==> config.mk <==
export PLATFORM = sky130hd
export DESIGN_NAME = draw_image
export DESIGN_NICKNAME = d
export VERILOG_FILES = /design/src/rtl/draw_image.sv
export SDC_FILE = /design/constraint.sdc
export NUM_CORES = 1
export LEC_CHECK = 0
export BUFFER_PORTS_ARGS = -buffer_cell sky130_fd_sc_hd__buf_2
export CORE_MARGIN = 4
export CORE_UTILIZATION = 35
export DETAILED_ROUTE_END_ITERATION = 7
export SLEW_MARGIN = 40
export SYNTH_ARGS = -nofsm -noshare
export SYNTH_HDL_FRONTEND = slang
export SYNTH_SLANG_ARGS = --single-unit
==> constraint.sdc <==
create_clock -name clk -period 9.08 [get_ports clk]
set_input_delay 0 -clock clk [delete_from_list [all_inputs] [get_ports clk]]
set_output_delay 0 -clock clk [all_outputs]
set_load 0.05 [all_outputs]
==> src/rtl/draw_image.sv <==
// draw_image
//   Three-stage overlay pipeline that draws an IMG_W x IMG_H sprite onto a
//   VGA pixel stream. Stage 1 turns the pixel counters and the latched sprite
//   position into a ROM address. Stage 2 waits for the single-cycle ROM.
//   Stage 3 composites the ROM pixel over the background. Timing signals and
//   counters travel alongside the pixel, so everything at the output stays
//   aligned.
//
// Ports
//   clk                      pixel clock
//   rst                      synchronous active-high reset
//   xpos, ypos, enable       requested sprite position and visibility,
//                            latched only at frame start (0,0)
//   hcount_in, vcount_in     pixel counters
//   hsync_in, vsync_in       sync from upstream
//   hblnk_in, vblnk_in       blanking from upstream
//   rgb_in                   background colour
//   rom_addr                 {dy[5:0], dx[5:0]} to image_rom, 1 cycle after input
//   rom_rgb                  image_rom data, valid 1 cycle after rom_addr
//   *_out                    counters, timing and colour, 3 cycles after input
module draw_image #(
  parameter int          IMG_W   = 48,
  parameter int          IMG_H   = 64,
  parameter logic [11:0] KEY_RGB = 12'h0F0
) (
  input  logic        clk,
  input  logic        rst,
  input  logic [11:0] xpos,
  input  logic [11:0] ypos,
  input  logic        enable,
  input  logic [10:0] hcount_in,
  input  logic [10:0] vcount_in,
  input  logic        hsync_in,
  input  logic        vsync_in,
  input  logic        hblnk_in,
  input  logic        vblnk_in,
  input  logic [11:0] rgb_in,
  output logic [11:0] rom_addr,
  input  logic [11:0] rom_rgb,
  output logic [10:0] hcount_out,
  output logic [10:0] vcount_out,
  output logic        hsync_out,
  output logic        vsync_out,
  output logic        hblnk_out,
  output logic        vblnk_out,
  output logic [11:0] rgb_out
);

  // Sideband bundle carried through stages 1 and 2:
  // {inside, hcount, vcount, hsync, vsync, hblnk, vblnk, rgb}
  localparam int PW = 1 + 11 + 11 + 4 + 12;

  logic [11:0] x_lat_reg, y_lat_reg;
  logic        en_lat_reg;

  logic        frame_start;
  logic [11:0] x_eff, y_eff;
  logic        en_eff;
  logic [12:0] h13, v13, x13, y13, xend13, yend13;
  logic [5:0]  dx6, dy6;
  logic        inside_next;
  logic [11:0] rom_addr_reg;

  logic [PW-1:0] pipe_reg [0:1];
  logic [PW-1:0] stage_in;

  logic        inside2;
  logic [10:0] hcount2, vcount2;
  logic        hsync2, vsync2, hblnk2, vblnk2;
  logic [11:0] rgb2;
  logic [11:0] rgb_next;

  logic [10:0] hcount_reg, vcount_reg;
  logic        hsync_reg, vsync_reg, hblnk_reg, vblnk_reg;
  logic [11:0] rgb_reg;

  // On the frame-start pixel the new position is used straight away, so the
  // update applies to pixel (0,0) of the same frame.
  assign frame_start = (hcount_in == 11'd0) && (vcount_in == 11'd0);
  assign x_eff       = frame_start ? xpos   : x_lat_reg;
  assign y_eff       = frame_start ? ypos   : y_lat_reg;
  assign en_eff      = frame_start ? enable : en_lat_reg;

  // 13-bit compares: x + IMG_W must not wrap for positions near 4095.
  assign h13    = {2'b00, hcount_in};
  assign v13    = {2'b00, vcount_in};
  assign x13    = {1'b0, x_eff};
  assign y13    = {1'b0, y_eff};
  assign xend13 = x13 + 13'(IMG_W);
  assign yend13 = y13 + 13'(IMG_H);

  assign inside_next = en_eff && (h13 >= x13) && (h13 < xend13)
                              && (v13 >= y13) && (v13 < yend13);

  // Only the low six bits of the offsets form the address.
  assign dx6 = hcount_in[5:0] - x_eff[5:0];
  assign dy6 = vcount_in[5:0] - y_eff[5:0];

  assign stage_in = {inside_next, hcount_in, vcount_in,
                     hsync_in, vsync_in, hblnk_in, vblnk_in, rgb_in};

  always_ff @(posedge clk) begin
    if (rst) begin
      x_lat_reg  <= 12'd0;
      y_lat_reg  <= 12'd0;
      en_lat_reg <= 1'b0;
    end else if (frame_start) begin
      x_lat_reg  <= xpos;
      y_lat_reg  <= ypos;
      en_lat_reg <= enable;
    end
  end

  always_ff @(posedge clk) begin
    if (rst) begin
      rom_addr_reg <= 12'd0;
    end else begin
      rom_addr_reg <= inside_next ? {dy6, dx6} : 12'h000;
    end
  end

  // Stages 1 and 2: plain shift registers of the sideband bundle.
  generate
    for (genvar gi = 0; gi < 2; gi++) begin : g_pipe
      always_ff @(posedge clk) begin
        if (rst) begin
          pipe_reg[gi] <= '0;
        end else if (gi == 0) begin
          pipe_reg[gi] <= stage_in;
        end else begin
          pipe_reg[gi] <= pipe_reg[gi-1];
        end
      end
    end
  endgenerate

  assign {inside2, hcount2, vcount2, hsync2, vsync2, hblnk2, vblnk2, rgb2} = pipe_reg[1];

  // rom_rgb now belongs to the pixel held in stage 2.
  always_comb begin
    rgb_next = rgb2;
    if (hblnk2 || vblnk2) begin
      rgb_next = 12'h000;
    end else if (inside2 && (rom_rgb != KEY_RGB)) begin
      rgb_next = rom_rgb;
    end
  end

  always_ff @(posedge clk) begin
    if (rst) begin
      hcount_reg <= 11'd0;
      vcount_reg <= 11'd0;
      hsync_reg  <= 1'b0;
      vsync_reg  <= 1'b0;
      hblnk_reg  <= 1'b0;
      vblnk_reg  <= 1'b0;
      rgb_reg    <= 12'd0;
    end else begin
      hcount_reg <= hcount2;
      vcount_reg <= vcount2;
      hsync_reg  <= hsync2;
      vsync_reg  <= vsync2;
      hblnk_reg  <= hblnk2;
      vblnk_reg  <= vblnk2;
      rgb_reg    <= rgb_next;
    end
  end

  assign rom_addr   = rom_addr_reg;
  assign hcount_out = hcount_reg;
  assign vcount_out = vcount_reg;
  assign hsync_out  = hsync_reg;
  assign vsync_out  = vsync_reg;
  assign hblnk_out  = hblnk_reg;
  assign vblnk_out  = vblnk_reg;
  assign rgb_out    = rgb_reg;

endmodule

==> Yosys cells after proc, flatten, opt, wreduce, memory -nomap -nowiden <==
Memory sizes are Yosys's and may differ from the RTL's.
Index checks and enable logic that the tools add are counted.
{ "totals": {"mem_count": 1, "ff_bits": 75, "out_inout_bits": 50, "ram_bits": 78, "elab_cells": 44, "inputBits": 77} }
{ "op_classes": {"mux": 9, "reduce_logical": 11, "bitwise": 3, "addsub": 4, "eq_ne": 1, "n_lt_le_gt_ge": 4} }
{ "mem_list": {"columns": ["name", "words", "width", "rd", "rd_ports_with_merged_regs", "write_ports", "line_no", "text"], "rows": [
  ["pipe_reg", 2, 39, 2, 0, 2, "64", "logic [PW-1:0] pipe_reg [0:1];"]
]} }
{ "ops": {"columns": ["op", "count"], "rows": [
  ["$mux 39", 2],
  ["$mux 12", 3],
  ["$lt 11x13->1", 2],
  ["$ge 11x12->1", 2],
  ["$logic_not 11->1", 2],
  ["$add 12x6->13 const B", 1],
  ["$add 12x7->13 const B", 1],
  ["$ne 12x8->1 const B", 1],
  ["$sub 6x6->6", 2],
  ["$logic_and 1x1->1", 6],
  ["$mux 1", 4],
  ["$reduce_or 2->1", 2],
  ["$or 1x1->1", 2],
  ["$logic_or 1x1->1", 1],
  ["$not 1->1", 1]
]} }

==> Logic depth before layout (Yosys ltp) <==
Gate-level depths: netlist of the first run.
{ "logic_depth": {"depth_word": 10, "depth_mapped": 16} }

==> Worst setup path after synthesis of the first run <==
No wires, ideal clock.
{ "synth_path": {"path_type": "input to register", "start": "in vcount_in[7]", "end": "reg rom_addr_reg[10] (netlist: rom_addr[10])", "path_stages": 16, "arrival_ps": 3047, "required_ps": 9007, "path_slack_ps": 5960, "n_path_buf": 2, "setup_ps": 73, "path_cell_list": "nor4_4 nand4_4 nor2_4 buf_2 mux2i_1 inv_1 ha_1 nor3b_1 xor2_1 ha_1 nor4_1 o21ai_0 o22ai_1 o22ai_4 buf_6 nor3_2"} }
{ "synth_between": {"word_cells_on_any_way": 18, "classes_between": "add/sub: 3; order compare: 4; mux: 3; bitwise: 1; reduce/logical: 7"} }
{ "synth_lines": {"columns": ["element", "line_no", "text"], "rows": [
  ["from (decl)", "32", "input logic [10:0] vcount_in,"],
  ["$logic_not 11->1 *", "79", "assign frame_start = (hcount_in == 11'd0) && (vcount_in == 11'd0);"],
  ["$logic_and 1x1->1 *", "79", null],
  ["$mux 12 *", null, null],
  ["net y_eff[6]", "57", "logic [11:0] x_eff, y_eff;"],
  ["$add 12x7->13 / $ge 11x12->1 (equally long branches)", "90, 93", null],
  ["$lt 11x13->1 / $logic_and 1x1->1 (equally long branches)", "93", "&& (v13 >= y13) && (v13 < yend13);"],
  ["$logic_and 1x1->1 *", "93", null],
  ["$not 1->1 (no source line) *", null, null],
  ["$reduce_or 2->1 (no source line) *", null, null],
  ["to (signal assigned)", "118", "rom_addr_reg <= inside_next ? {dy6, dx6} : 12'h000;"],
  ["to (decl)", "62", "logic [11:0] rom_addr_reg;"]
]} }
Mark *: on every way through the listed nets, which the timed path passes. The rest lies on a longest branch.
A chain may end at the register's enable or synchronous reset.

==> Worst setup path in the final report of the first run <==
{ "layout_path": {"start": "in hcount_in[0]", "end": "reg rom_addr_reg[3] (netlist: rom_addr[3])"} }
{ "layout_between": {"elab_chain_len": 10, "word_cells_on_any_way": 18, "classes_between": "add/sub: 3; order compare: 4; mux: 3; bitwise: 1; reduce/logical: 7"} }
{ "layout_rtl": {"columns": ["element", "line_no", "text"], "rows": [
  ["from (decl)", "31", "input logic [10:0] hcount_in,"],
  ["$logic_not 11->1 *", "79", null],
  ["$logic_and 1x1->1 *", "79", null],
  ["$mux 12 *", null, null],
  ["net x_eff[0]", "57", null],
  ["$add 12x6->13 / $ge 11x12->1 (equally long branches)", "89, 92", null],
  ["$lt 11x13->1 / $logic_and 1x1->1 (equally long branches)", "92", "assign inside_next = en_eff && (h13 >= x13) && (h13 < xend13)"],
  ["$logic_and 1x1->1", "92", null],
  ["$logic_and 1x1->1 (2 in a row)", "93", null],
  ["$not 1->1 (no source line)", null, null],
  ["$reduce_or 2->1 (no source line)", null, null]
]} }
Marks and branches as above.

==> results by stage, run 1 <==
Placement:
- Once placement finished, the instance area stood at 6790 µm².
- In this run the tool buffered the top-level ports with 126 buffer cells.
- The final weighted congestion of routability-driven global placement is 0.839.
- The HPWL after detailed placement is 10000 µm.

Timing:
- The transition time of the tightest slew-check pin is 0.772 ns.
- In the finished design, the share of the clock period the worst path needs comes to 45.6%.
- The number of hold violations in the final report came to 0.
- Clock skew on the completed layout was measured at 0.00955 ns.
- The post-route minimum period is 4.14 ns.
- Derived from the worst setup path, the maximum achievable clock frequency is 0.241 GHz.
- Setup repair after global routing left no endpoint under its margin.
- For the final routed database, the setup TNS stands at 0 ns.
- The final setup violation count is 0.
- The worst slew margin relative to its limit is 48.4%.
- The final number of max-transition violations is 0.

Layout:
- After routing the design area is 8100 µm².
- From synthesis to final layout, the design area changed by 35.7%.
- Cells with a size suffix above 1 make up 23.1% of the layout.
- 0 antenna diodes ended up in the layout.
- The number of nets at the end of the flow is 880.
- In the final layout, flip-flops and latches occupy 3060 µm².
- The register with the most flip-flops in the layout has 78 of them.
- The number of fill cells in the layout is 1528.
- The multi-input combinational cells in the finished layout cover a total of 2750 µm².

Clocking:
- The number of clock sinks seen by CTS is 153.
- The root buffer selected by CTS is clkbuf_16.
- The clock-pin slew on the worst setup and hold paths is 0.06 ns.
- Clock latency on the worst-skew pair, taken at its later pin, is 0.42 ns.
- Buffers added to address setup during post-CTS repair amount to 0.
- TritonCTS created 17 clock buffers.
- In this run the deepest clock path goes through 2 buffers.
- The H-tree depth reported by CTS is 4.
- The clock tree from TritonCTS is built.
- The number of gates resized after CTS was 0.

Die:
- The floorplan step set the die height to 139 µm.
- In this run the horizontal extent of the chip is 139 µm.
- The standard-cell row count is 47.
- The area of the die is 19200 µm².
- The core outline area is 16600 µm².
- 127 I/O pins were placed.
- Once the floorplan was initialized, standard cells occupied 35.8% of the core.

Logic synthesis:
- The summed instance area of the synthesized netlist is 5970 µm².
- The number of enable flip-flop cells after synthesis is 0.
- The proportion of synthesized chip area in sequential cells is 51.3%.
- The number of nets in the synthesized netlist is 681.
- The count of yosys warnings during synthesis is 0.
- The area share of the leading cell type in the synthesized netlist is 51.3%.
- For this run, asynchronously set or reset flops after synthesis account for 0%.
- The cell with the most instances after synthesis is dfxtp_1.
- After synthesis, the mean cell area works out to 10.5 µm².
- The most used flip-flop cell after synthesis is dfxtp_1.
- Yosys mapped the design onto 54 distinct sky130hd cell types.
- The commonest cells after synthesis are 153 x dfxtp_1, 103 x nor2b_1, 45 x nor2_1.
- Synthesis handed over a netlist of 568 instances.
- dfxtp_1 takes more of the synthesized area than any other cell.
- In the post-synthesis netlist, the biggest area contributors are dfxtp_1 51%, nor2b_1 11%, ha_1 7.1%.
- The number of register bits inferred by synthesis is 153.

Worst setup path:
- The worst endpoint required time is 9.40 ns.
- The critical path starts at hcount_in[0].
- The setup check on the worst reg-to-reg path leaves a slack of 6.33 ns.
- The number of buffers and inverters on the critical path is 3.
- The critical path depth is 15.
- Broken down by cell family, the worst path's largest delay share belongs to simple AND/OR/NAND/NOR gates.
- STA puts the critical path data arrival time at 4.46 ns.
- STA classifies the critical path endpoint as a flip-flop.
- The category of the worst setup path launch point is a primary input.
- The path depth of the worst reg2reg path is 11.
- The startpoint-to-endpoint class of the critical path is primary input to flip-flop.
- The largest fanout on the critical path is 24.
- The most critical setup path has its endpoint at rom_addr[3]$_SDFF_PP0_.
- The startpoint identified for the worst register-to-register timing path is x_lat_reg[5]$_SDFF_PP0_.
- In this run the critical register-to-register path is captured at rom_addr[3]$_SDFF_PP0_.
- The most numerous cell type found on the critical path is nor4_1.
- The critical path goes through dlygate4sd3_1 -> buf_2 -> nor4_4 -> nand4_4 -> nor2_4 -> buf_4 -> mux2_2 -> ha_1 -> fa_1 -> nand2b_1 -> a211oi_1 -> nor4_1 -> a21oi_1 -> o311ai_4 -> nor4_1.
- The slowest stage of the critical path belongs to the cell dlygate4sd3_1.
- The critical path's largest stage delay is 0.53 ns.

Detailed routing:
- The post-detailed-route via-to-cell ratio is 4.59.
- The detailed router finished its first iteration with 213 violations.
- The number of detailed-routing iterations run before antenna repair is 4.
- The residual antenna-violating net count after detailed routing is 0.
- The detailed router placed 4592 vias in this run.
- The total DRC errors in the routed layout is 0.
- The final layout contains routed wiring with a total length of 13900 µm.
- In the final routed layout, each cell accounts on average for 13.9 µm.

Power and ir drop:
- The part of the power in combinational logic is 9.1%.
- Dividing total power by cell area gives a power density of 185 nW/µm².
- The clock group share of total power is 44.5%.
- In this run the power spent charging and discharging nets is 0.340 mW.
- The sequential power share is 46.4%.
- The internal power contribution is 1.16 mW.
- The fraction of power spent switching nets is 22.7%.
- The analysis attributes to cell leakage a power of 3.45 nW.
- Across the VDD grid, the largest voltage drop is 0.000136 V.

Run:
- Max-cap violations in this run came to 0.

Global routing:
- The via count of the first global-routing pass is 4646.
- Global routing finished with a remaining overflow of 0.
- The number of antenna violations at the first check in global routing is 0.
- Entering global routing, the biggest net connects 86 pins.
- Across every metal layer, demand over resource in global routing totals 15.0%.
- The first-pass GRT wire length is 23000 µm.

Run status:
- The flow ran to the end, and the final reports show no timing, DRC or antenna violations.

Min path:
- The classification of the worst-slack hold path is primary input to flip-flop.
==> how the worst min path moves through the flow <==
stage,start,endpoint,slack [ns],depth (start not counted)
after floorplan,rgb_in[0],pipe_reg[0][0]$_SDFF_PP0_,0.13,1
after global placement,rgb_in[8],pipe_reg[0][8]$_SDFF_PP0_,0.21,2
after detailed placement,rgb_in[11],pipe_reg[0][11]$_SDFF_PP0_,0.21,2
after CTS,rst,pipe_reg[0][32]$_SDFF_PP0_,0.03,2
after global routing,rst,y_lat_reg[10]$_SDFF_PP0_,0.05,2
final,rst,pipe_reg[0][28]$_SDFF_PP0_,0.04,2
==> cells by family (layout without fill, tap and decap cells) <==
group           count (synthesis)  in the layout  synth area share [%]
simple gates                  232            232                  23.4
fa+ha+maj                      36             36                  7.80
buf+inv                        37            249                  2.60
mux                            28             28                  4.74
xor+xnor                       16             16                  2.35
compound gates                 66             66                  7.72
flops                         153            153                  51.3
==> per-stage QoR <==
stage / setup WS (ns) / hold WS [ns] / cells / power [mW] / util, %
6_report: 4.94 / 0.0361 / 1000 / 1.50 / 48.7
3_5_place_dp: 5.00 / 0.214 / 894 / 0.822 / 40.8
3_3_place_gp: 5.13 / 0.214 / 894 / 0.819 / 40.8
4_1_cts: 4.88 / 0.0281 / 1000 / 1.52 / 48.6
5_1_grt: 4.59 / 0.0529 / 1000 / 1.56 / 48.7
2_1_floorplan: 5.96 / 0.128 / 568 / 0.778 / -
==> cells in the final DEF (no fill, tap or decap), types with 5 or more instances in the layout <==
master         netlist  routed
dlygate4sd3_1        0      74
nand2_1             28      28
nor2_1              45      45
buf_2                4     125
clkinv_2             0       5
clkbuf_16            0      17
o21a_1               5       5
dfxtp_1            153     153
o21ai_0             15      15
mux2i_1             26      26
ha_1                34      34
nor3_2               9       9
inv_1               15      15
nor2b_1            103     103
nor3_1               6       6
nand3_1              9       9
xnor2_1              7       7
xor2_1               9       9
a21oi_1             21      21
==> repair_timing <==
| action | 4_1_cts | 5_1_grt |
|---|---|---|
| hold endpoints to repair | 74 | 0 |
| setup endpoints to repair | 0 | 0 |
| hold buffers | 74 | 0 |
==> layer usage <==
metal | GRT usage (%) | up-vias | routed length, µm
met5 | 0 | - | 0
met4 | 5.10 | 0 | 194
met3 | 5.03 | 15 | 773
met2 | 25.1 | 135 | 6680
met1 | 18.0 | 2120 | 6270
li1 | - | 2322 | -
==> power by group through the flow <==
stage	clock, mW	combinational, mW	sequential [mW]
floorplan	0	0.0532	0.725
global placement	0	0.109	0.710
detailed placement	0	0.112	0.710
CTS	0.685	0.137	0.695
global route	0.716	0.150	0.697
finish	0.666	0.137	0.695
==> layout make-up <==
type / instances / area share (%)
tap: 220 / 3.40
timing repair buffer: 202 / 17.2
inverter: 15 / 0.695
clock inverter: 12 / 1.55
clock buffer: 20 / 5.39
sequential: 153 / 37.8
multi-input combinational: 378 / 33.9
Note: power is estimated with default switching activity, not from simulation.
==> run 2, diff against run 1 <==
clock period = 4 ns   (was 9.08 ns; I/O delays follow)
==> results by stage, run 2 (same netlist as run 1, synthesis figures left out) <==
Detailed routing:
- The count of nets left with antenna violations once routing finished came out at 0.
- In this run, the number of DRC markers left after iteration 0 of detailed routing was 142.
- For this block, the routed nets add up to 13800 µm of wire.
- The per-cell routed wire length is 13.8 µm.
- In the routed layout, each cell is associated on average with a via count of 4.62.
- The number of detailed-routing iterations run before antenna repair is 4.
- Summing over every cut layer, the via total after detailed routing is 4642.
- The total DRC errors in the routed layout is 0.

Timing:
- The final setup violation count is 0.
- The setup TNS after final layout is 0 ns.
- The achievable frequency is 0.275 GHz.
- For the final database, setup skew stands at 0.00906 ns.
- Measured against its own limit, the worst slew margin works out to 47.5%.
- The clock period could shrink to 3.64 ns.
- Setup repair after global routing left no endpoint under its margin.
- The final number of max-transition violations is 0.
- The number of hold violations in the final report came to 0.
- The transition time of the tightest slew-check pin is 0.785 ns.
- The share of the cycle needed by the critical path after routing is 90.9%.

Placement:
- The count of buffers from port buffering is 126.
- The HPWL after detailed placement is 9980 µm.
- In this run the cell area measured after placement is 6810 µm².
- The final weighted congestion of routability-driven global placement is 0.844.

Worst setup path:
- The startpoint-to-endpoint class of the critical path is primary input to flip-flop.
- STA puts the critical path data arrival time at 3.96 ns.
- At the worst endpoint, the required time is 4.33 ns.
- STA classifies the critical path endpoint as a flip-flop.
- The category of the worst setup path launch point is a primary input.
- The largest fanout on the critical path is 13.

Min path:
- The min-delay analysis places its worst path in the category primary input to flip-flop.

Clocking:
- The tree built by TritonCTS fans out to 153 sinks.
- The clock tree from TritonCTS is built.
- The maximum count of clock buffers along a single path is 2.
- The source-to-sink clock delay at the later pin of the worst-skew pair is 0.42 ns.
- The root buffer selected by CTS is clkbuf_16.
- The clock-pin slew on the worst setup and hold paths is 0.06 ns.
- The H-tree generated during clock tree synthesis spans 4 levels.
- Post-CTS repair changed the size of 0 cells.
- In this run, CTS created clock tree buffers numbering 17.

Die:
- From bottom edge to top edge, the die measures 139 µm.
- For this configuration, the core starts out at a cell density of 35.8%.
- The die covers 19200 µm².
- The standard-cell row count is 47.
- The die extent in x is 139 µm.
- The core outline area is 16600 µm².
- The number of top-level pins is 127.

Global routing:
- The residual overflow from global routing is 0.
- For this run, the total global-route usage over all layers was measured as 14.6%.
- The first-pass GRT wire length is 22800 µm.
- The largest net degree at the start of global routing is 78.
- The via count of the first global-routing pass is 4652.
- The number of antenna violations at the first check in global routing came to 0.

Layout:
- From synthesis to final layout, the design area changed by 36.5%.
- In the final layout, the share of cells above drive strength 1 is 23.6%.
- In the layout the commonest cells are 153 x dfxtp_1, 125 x buf_2, 103 x nor2b_1.
- The number of nets at the end of the flow is 884.
- Leaving out fill and tap cells, the most frequent cell in the layout is dfxtp_1.
- The number of diodes is 0.
- The flip-flop count of the largest register after layout is 78.
- The cell area after layout is 8140 µm².

Power and ir drop:
- The worst-case IR drop observed on VDD is 0.000282 V.
- Dividing total power by cell area gives a power density of 419 nW/µm².
- The total leakage power is 3.47 nW.

Run:
- Across the run, the number of max-cap violations was 0.

Run status:
- The run finished with clean final reports.
[run 2: worst paths after layout]
| path | slack (ns) | depth (start not counted) | startpoint | end |
|---|---|---|---|---|
| setup / recovery | 0.36 | 16 | vcount_in[7] | rom_addr[9]$_SDFF_PP0_ |
| hold reg to reg | 0.43 | 1 | pipe_reg[1][32]$_SDFF_PP0_ | hcount_out[5]$_SDFF_PP0_ |
| hold / removal | 0.15 | 4 | xpos[5] | x_lat_reg[5]$_SDFF_PP0_ |
| setup reg to reg | 1.12 | 11 | x_lat_reg[5]$_SDFF_PP0_ | rom_addr[3]$_SDFF_PP0_ |
[run 2: final cells by class]
| type | instances | area [µm²] |
|---|---|---|
| Fill cell | 1514 | 8500 |
| Sequential cell | 153 | 3060 |
| Multi-Input combinational cell | 378 | 2750 |
| Tap cell | 220 | 275 |
| Timing Repair Buffer | 206 | 1430 |
| Clock buffer | 23 | 488 |
| Clock inverter | 9 | 78.8 |
| Inverter | 15 | 56.3 |
[run 2: timing repair]
item	4_1_cts	5_1_grt
endpoints found under the setup margin	0	1
hold buffers	74	0
setup buffers	0	2
hold endpoints to repair	74	0
[run 2: report_power, final]
group | internal, mW | switching, mW
clock network | 0.876 | 0.648
logic | 0.144 | 0.163
registers | 1.57 | 0.00886
[run 2: routing by layer]
layer | routed length (µm) | track usage, % | vias up | share of wire (%)
met5 | 0 | 0 | - | 0
met4 | 215 | 5.15 | 0 | 1.6
met3 | 905 | 4.66 | 20 | 6.5
met2 | 6520 | 24.3 | 149 | 47
met1 | 6190 | 17.8 | 2148 | 45
li1 | - | - | 2325 | -
[run 2: worst max-delay path, stage by stage]
cell and delay, ns:
dlygate4sd3_1 0.53, buf_2 0.16, nor4_4 0.40, nand4_4 0.21
nor2_4 0.31, mux2i_1 0.36, inv_1 0.12, ha_1 0.25
nor3b_1 0.16, xor2_1 0.16, ha_1 0.20, nor4_1 0.23
o21ai_0 0.13, o22ai_1 0.24, o22ai_4 0.22, nor4bb_2 0.29
[run 2: metrics by stage]
| stage | total power [mW] | worst slack (ns) | utilization (%) | hold slack [ns] | cells |
|---|---|---|---|---|---|
| floorplan | 1.77 | 0.880 | - | 0.128 | 568 |
| global placement | 1.86 | 0.475 | 40.9 | 0.215 | 896 |
| finish | 3.41 | 0.363 | 48.9 | 0.146 | 1004 |
| global route | 3.54 | 0.0324 | 48.9 | 0.144 | 1004 |
| CTS | 3.45 | 0.232 | 48.7 | 0.117 | 1002 |
| detailed placement | 1.86 | 0.351 | 40.9 | 0.216 | 896 |
